<file path="src/rtl/alu_sequencer.sv">
// alu_sequencer: execute-stage controller in front of the 16-bit logic unit.
// It accepts one operation over a valid/ready handshake and drives the logic
// unit for a single cycle. It captures the result and the status flags, then
// holds them for downstream until they are consumed. Transactions never
// overlap: IDLE -> EXEC -> DONE -> IDLE.
module alu_sequencer #(
    parameter int WIDTH = 16
) (
    input  logic             clk,
    input  logic             rst,
    input  logic             in_valid,
    output logic             in_ready,
    input  logic [3:0]       in_op,
    input  logic [WIDTH-1:0] in_a,
    input  logic [WIDTH-1:0] in_b,
    output logic             alu_passthrough,
    output logic             alu_add,
    output logic             alu_sub,
    output logic             alu_shr,
    output logic             alu_shl,
    output logic             alu_band,
    output logic             alu_bor,
    output logic             alu_bxor,
    output logic             alu_bnegate,
    output logic [WIDTH-1:0] alu_bus1,
    output logic [WIDTH-1:0] alu_bus2,
    input  logic [WIDTH-1:0] alu_bus3,
    output logic             out_valid,
    input  logic             out_ready,
    output logic [WIDTH-1:0] out_result,
    output logic             out_zero,
    output logic             out_neg,
    output logic             out_carry,
    output logic             out_ovf,
    output logic             out_illegal
);

    typedef enum logic [1:0] {IDLE, EXEC, DONE} state_t;

    localparam logic [3:0] OP_MOV = 4'd0;
    localparam logic [3:0] OP_ADD = 4'd1;
    localparam logic [3:0] OP_SUB = 4'd2;
    localparam logic [3:0] OP_SHR = 4'd3;
    localparam logic [3:0] OP_SHL = 4'd4;
    localparam logic [3:0] OP_NOT = 4'd8;

    state_t           state_reg;
    logic [3:0]       op_reg;
    logic [WIDTH-1:0] a_reg;
    logic [WIDTH-1:0] b_reg;
    logic [WIDTH-1:0] result_reg;
    logic             zero_reg;
    logic             neg_reg;
    logic             carry_reg;
    logic             ovf_reg;
    logic             illegal_reg;
    logic             out_valid_reg;

    // sel bit k selects opcode k+1 (ADD..NOT); MOV and illegal codes select nothing
    logic [7:0]       sel_dec;
    logic [7:0]       sel_reg;

    logic [WIDTH:0]   sum_ext;
    logic [WIDTH-1:0] diff;
    logic [WIDTH:0]   shl_ext;
    logic [WIDTH:0]   shr_ext;
    logic [WIDTH-1:0] result_next;
    logic             carry_next;
    logic             ovf_next;
    logic             illegal_next;

    // Select decode of the incoming opcode, registered on accept so the
    // selects are high for exactly the EXEC cycle.
    genvar gi;
    generate
        for (gi = 0; gi < 8; gi++) begin : g_sel_dec
            assign sel_dec[gi] = (in_op == 4'(gi + 1));
        end
    endgenerate

    assign in_ready        = (state_reg == IDLE) && !rst;
    assign alu_passthrough = 1'b0;
    assign alu_add         = sel_reg[0];
    assign alu_sub         = sel_reg[1];
    assign alu_shr         = sel_reg[2];
    assign alu_shl         = sel_reg[3];
    assign alu_band        = sel_reg[4];
    assign alu_bor         = sel_reg[5];
    assign alu_bxor        = sel_reg[6];
    assign alu_bnegate     = sel_reg[7];
    assign alu_bus1        = a_reg;
    assign alu_bus2        = b_reg;
    assign out_valid       = out_valid_reg;
    assign out_result      = result_reg;
    assign out_zero        = zero_reg;
    assign out_neg         = neg_reg;
    assign out_carry       = carry_reg;
    assign out_ovf         = ovf_reg;
    assign out_illegal     = illegal_reg;

    // Result selection and the carry/overflow flags the logic unit lacks.
    always_comb begin
        sum_ext      = {1'b0, a_reg} + {1'b0, b_reg};
        diff         = a_reg - b_reg;
        // Shifting by the full B through one extra bit position leaves the
        // last bit shifted out there; B of 0 or above 16 leaves it 0.
        shl_ext      = {1'b0, a_reg} << b_reg;
        shr_ext      = {a_reg, 1'b0} >> b_reg;
        illegal_next = (op_reg > OP_NOT);
        result_next  = '0;
        carry_next   = 1'b0;
        ovf_next     = 1'b0;
        if (op_reg == OP_MOV) begin
            result_next = a_reg;
        end else if (!illegal_next) begin
            result_next = alu_bus3;
        end
        case (op_reg)
            OP_ADD: begin
                carry_next = sum_ext[WIDTH];
                ovf_next   = (a_reg[WIDTH-1] == b_reg[WIDTH-1]) &&
                             (sum_ext[WIDTH-1] != a_reg[WIDTH-1]);
            end
            OP_SUB: begin
                carry_next = (a_reg < b_reg);
                ovf_next   = (a_reg[WIDTH-1] != b_reg[WIDTH-1]) &&
                             (diff[WIDTH-1] != a_reg[WIDTH-1]);
            end
            OP_SHR:  carry_next = shr_ext[0];
            OP_SHL:  carry_next = shl_ext[WIDTH];
            default: begin
                carry_next = 1'b0;
                ovf_next   = 1'b0;
            end
        endcase
    end

    // Sequencer FSM: latch operands, run one EXEC cycle, hold result until taken.
    always_ff @(posedge clk) begin
        if (rst) begin
            state_reg     <= IDLE;
            op_reg        <= '0;
            a_reg         <= '0;
            b_reg         <= '0;
            sel_reg       <= '0;
            result_reg    <= '0;
            zero_reg      <= 1'b0;
            neg_reg       <= 1'b0;
            carry_reg     <= 1'b0;
            ovf_reg       <= 1'b0;
            illegal_reg   <= 1'b0;
            out_valid_reg <= 1'b0;
        end else begin
            case (state_reg)
                IDLE: begin
                    if (in_valid) begin
                        op_reg    <= in_op;
                        a_reg     <= in_a;
                        b_reg     <= in_b;
                        sel_reg   <= sel_dec;
                        state_reg <= EXEC;
                    end
                end
                EXEC: begin
                    sel_reg       <= '0;
                    result_reg    <= result_next;
                    zero_reg      <= (result_next == '0);
                    neg_reg       <= result_next[WIDTH-1];
                    carry_reg     <= carry_next;
                    ovf_reg       <= ovf_next;
                    illegal_reg   <= illegal_next;
                    out_valid_reg <= 1'b1;
                    state_reg     <= DONE;
                end
                DONE: begin
                    if (out_ready) begin
                        out_valid_reg <= 1'b0;
                        state_reg     <= IDLE;
                    end
                end
                default: begin
                    sel_reg       <= '0;
                    out_valid_reg <= 1'b0;
                    state_reg     <= IDLE;
                end
            endcase
        end
    end

endmodule

</file>
<file path="config.mk">
export PLATFORM = sky130hd
export DESIGN_NAME = alu_sequencer
export DESIGN_NICKNAME = d
export VERILOG_FILES = /design/src/rtl/alu_sequencer.sv
export SDC_FILE = /design/constraint.sdc
export NUM_CORES = 1
export LEC_CHECK = 0
export BUFFER_PORTS_ARGS = -buffer_cell sky130_fd_sc_hd__buf_2
export CAP_MARGIN = 5
export CORE_MARGIN = 3
export CORE_UTILIZATION = 47
export DETAILED_ROUTE_END_ITERATION = 8
export PLACE_DENSITY = 0.87
export SLEW_MARGIN = 5
export SYNTH_ARGS = -nofsm -noshare
export SYNTH_HDL_FRONTEND = slang
export SYNTH_SLANG_ARGS = --single-unit
</file>
<file path="constraint.sdc">
create_clock -name clk -period 2 [get_ports clk]
set_input_delay 0.1 -clock clk [delete_from_list [all_inputs] [get_ports clk]]
set_output_delay 0.1 -clock clk [all_outputs]
set_load 0.02 [all_outputs]
</file>
==> metrics.md <==
| Metric | Value |
|---|---|
| Chip width | `98.62 microns` |
| Initial antenna violation count | `0` |
| IO buf count | `about 120` |
| Clk Latency, worst-skew pair | `around 0.35 ns` |
| Routability congestion estimate | `0.9840` |
| Pin count of the biggest net entering global routing | `37` |
| Sink Count | `67` |
| Cells after synthesis | `528` |
| Total track usage | `0.2698` |
| Ys async rst share | `0` |
| Core area | `8258 sq um` |
| Clock Pin Slew Worst Setup and Hold Paths | `around 0.080 ns` |
| Fin cells | `801` |
| H-tree Lvls | `3` |
| Final #Nets | `777` |
| Full die area | `9725 sq um` |
| Mapped cell area | `4031 sq um` |
| Row cnt | `33` |
| Hold Path Sink | `alu_bus1[6]` |
| Global-route wire length before repair | `~21000 microns` |
| Leak Pwr | `2.481 nW` |
| Antenna fix cells | `0` |
| Tightest Hold Check Type | `input pin to register` |
| Number of fill cells | `between 600 and 700` |
| Detail Placement HPWL | `9824 microns` |
| Seq/Total Area, Yosys | `0.3327` |
| Number of global-route vias before repair | `approximately 4300` |
| Synth Register Bits | `67` |
| Minimum clock period | `2.065 ns` |
| Worst Setup Slack, final | `-0.06543 ns` |
| Critical path class | `register to register` |
| Failing checks | `setup timing` |
| Critical Path Source Type | `register` |
| Worst hold path depth | `3` |
| Pwr per Cell Area | `690.3 nW/um^2` |
| Worst path required time | `2.24 ns` |
| Via count | `4571` |
| Synth Area in XOR/XNOR | `0` |
| Measured slew at the worst slew-check pin | `0.5307 ns` |
| Clock skew | `0.008881 ns` |
| Final setup vio count | `2` |
| Starting density of the core | `0.4882` |
| Slew Limit Headroom | `0.6371` |
| Max-slew violations | `0` |
| Yosys warning count | `0` |
| CTS buffer count | `9` |
| Arr. time, crit path | `2.31 ns` |
| Mapped Nets | `614` |
| Ports | `120` |
| WL/cell | `approximately 17 microns` |
| Die height | `roughly 99 microns` |
| Fin crit share | `1.033` |
| RSZ-0062 raised after global routing | `true` |
| Placed Cells | `760` |
| Vias per inst | `5.707` |
| Largest family of logic cells by synthesized area | `simple AND/OR/NAND/NOR gates` |
| Layout cells sized above 1 | `0.3175` |
| Crit end category | `register` |
| # DRC | `0` |
| VDD IR max | `0.5405 mV` |
| DRT antenna net count | `0` |
| Hold_ws | `0.01171 ns` |
| Total grt overflow | `0` |
| Reg2reg setup slack | `-0.07 ns` |
| Sequential cell area | `1365 sq um` |
| Synth Area in Adders | `0.09311` |
| Max Cap Violations | `0` |
| Status | `finished with violations` |
| R2R cell count | `8` |
| HP Start | `in_a[6]` |
| Root buf cell | `clkbuf_8` |
| Compound-cell area share of the yosys netlist | `0.2191` |
| DP Area | `about 5000 sq um` |
| CTS tree | `done` |
| Hold Fails Final Rpt | `0` |
| Synth Flop Type | `dfxtp_1` |
| Max Fclk | `0.4842 GHz` |
| Layout area overhead | `36.62%` |
| Crit path max fanout | `6` |
| Fin area | `5508 sq um` |
| Worst r2r dst | `out_carry` |
| Footprint of the multi-input gates | `approximately 2500 sq um` |
| Final WL | `13500 microns` |
| R2r startpoint | `alu_bus2[14]` |
| EDFF count, synth | `0` |
| Placement Setup Slack | `-0.06735 ns` |
| Clk buf depth | `2` |
| Post-synthesis simple-gate area fraction | `0.2349` |
| DR pass1 iterations | `5` |
| Syn Area/Cell | `7.635 sq um` |
| Distinct cells, synth | `53` |
| Starting DRT DRC Count | `309` |
| Mux share of post-synthesis cell area | `0.05183` |
kinds of logic after synthesis:
group	count (synthesis)
other cells	1
fa+ha+maj	30
compound gates	142
flops	67
mux	13
buf+inv	63
simple gates	212
area by class of cell:
class                   instances  area share
multi-input cells             398      0.4514
flip-flops and latches         67      0.2478
repair buffers                191      0.2222
clock buffers                  11     0.02771
well taps                     105     0.02385
inverters                      24     0.01636
clock inverters                 5     0.01068
critical path: stages, from the launching register on:
cell and delay, ns:
dfxtp_4 0.36, inv_2 0.05, ha_4 0.29, inv_2 0.03, a221o_1 0.38, nor4b_4 0.27
o2111a_1 0.28, nor4_2 0.06, a211o_1 0.23
worst max path at each step:
stage                       startpoint        end  cells past startpoint
final                     alu_bus2[14]  out_carry                      8
after global routing      alu_bus2[14]  out_carry                      8
after CTS                 alu_bus2[12]    out_ovf                      6
after detailed placement  alu_bus2[14]  out_carry                      8
after global placement    alu_bus2[14]  out_carry                      8
after floorplan            alu_bus2[9]    out_ovf                      6
cells in the mapped netlist (5+ instances only):
master | n | area share
ha_1 | 30 | 0.093
a211oi_1 | 13 | 0.024
nand2b_1 | 5 | 0.0078
nor2_1 | 32 | 0.030
o21ai_0 | 17 | 0.021
nor4_1 | 12 | 0.019
nor2b_1 | 5 | 0.0078
dfxtp_1 | 67 | 0.33
mux4_2 | 6 | 0.034
inv_1 | 24 | 0.022
clkbuf_1 | 25 | 0.023
nor3_1 | 7 | 0.0087
a21oi_1 | 66 | 0.082
a31oi_1 | 12 | 0.019
nand3_1 | 11 | 0.014
nand2_1 | 123 | 0.11
layer usage:
layer,global-route usage,vias to the layer above,share of wire
met5,0,-,0
met4,0.1218,0,0.033
met3,0.05803,43,0.074
met2,0.4571,219,0.49
met1,0.3283,2119,0.40
li1,-,2190,-
power breakdown:
part           leakage [nW]  internal (W)  total [W]  switching [W]
combinational          1.82      0.000452    0.00109       0.000637
clock                 0.109      0.000655    0.00123       0.000579
sequential            0.554       0.00141    0.00148      0.0000658
total                  2.48       0.00252    0.00380        0.00128
metrics by stage:
stage | util | setup TNS, ns | power (W)
floorplan | - | 0 | 0.002143
detailed placement | 0.6055 | -0.06735 | 0.002514
global route | 0.6670 | -0.2405 | 0.003970
global placement | 0.6055 | 0 | 0.002494
CTS | 0.6614 | -0.03410 | 0.003768
finish | 0.6670 | -0.06551 | 0.003802
cell usage in the layout (no fill, tap or decap), types with 3 or more instances in the layout:
cell             n
o21ai_0         17
dfxtp_4          3
a32oi_1          3
mux2i_1          4
clkbuf_8         9
nor4_1          10
buf_4           47
mux4_2           6
a31oi_1         12
dlygate4sd3_1   24
buf_2          118
nor2_1          32
nand2_1        123
mux2_2           3
o31ai_1          4
o211ai_1         3
nor3_1           7
dfxtp_2         10
nand3b_1         3
a311oi_1         3
nand3_1         11
nor2b_1          4
dfxtp_1         54
a211oi_1        11
nand2b_1         5
inv_1           22
a21oi_1         66
ha_1            27
timing repair:
item                                   4_1_cts  5_1_grt
pin swaps                                    1        1
endpoints found under the hold margin       24        0
setup endpoints to repair                    2        2
setup buffers                                0        1
resized for setup                            3        9
hold buffers                                24        0
(Power assumes the default switching activity.)
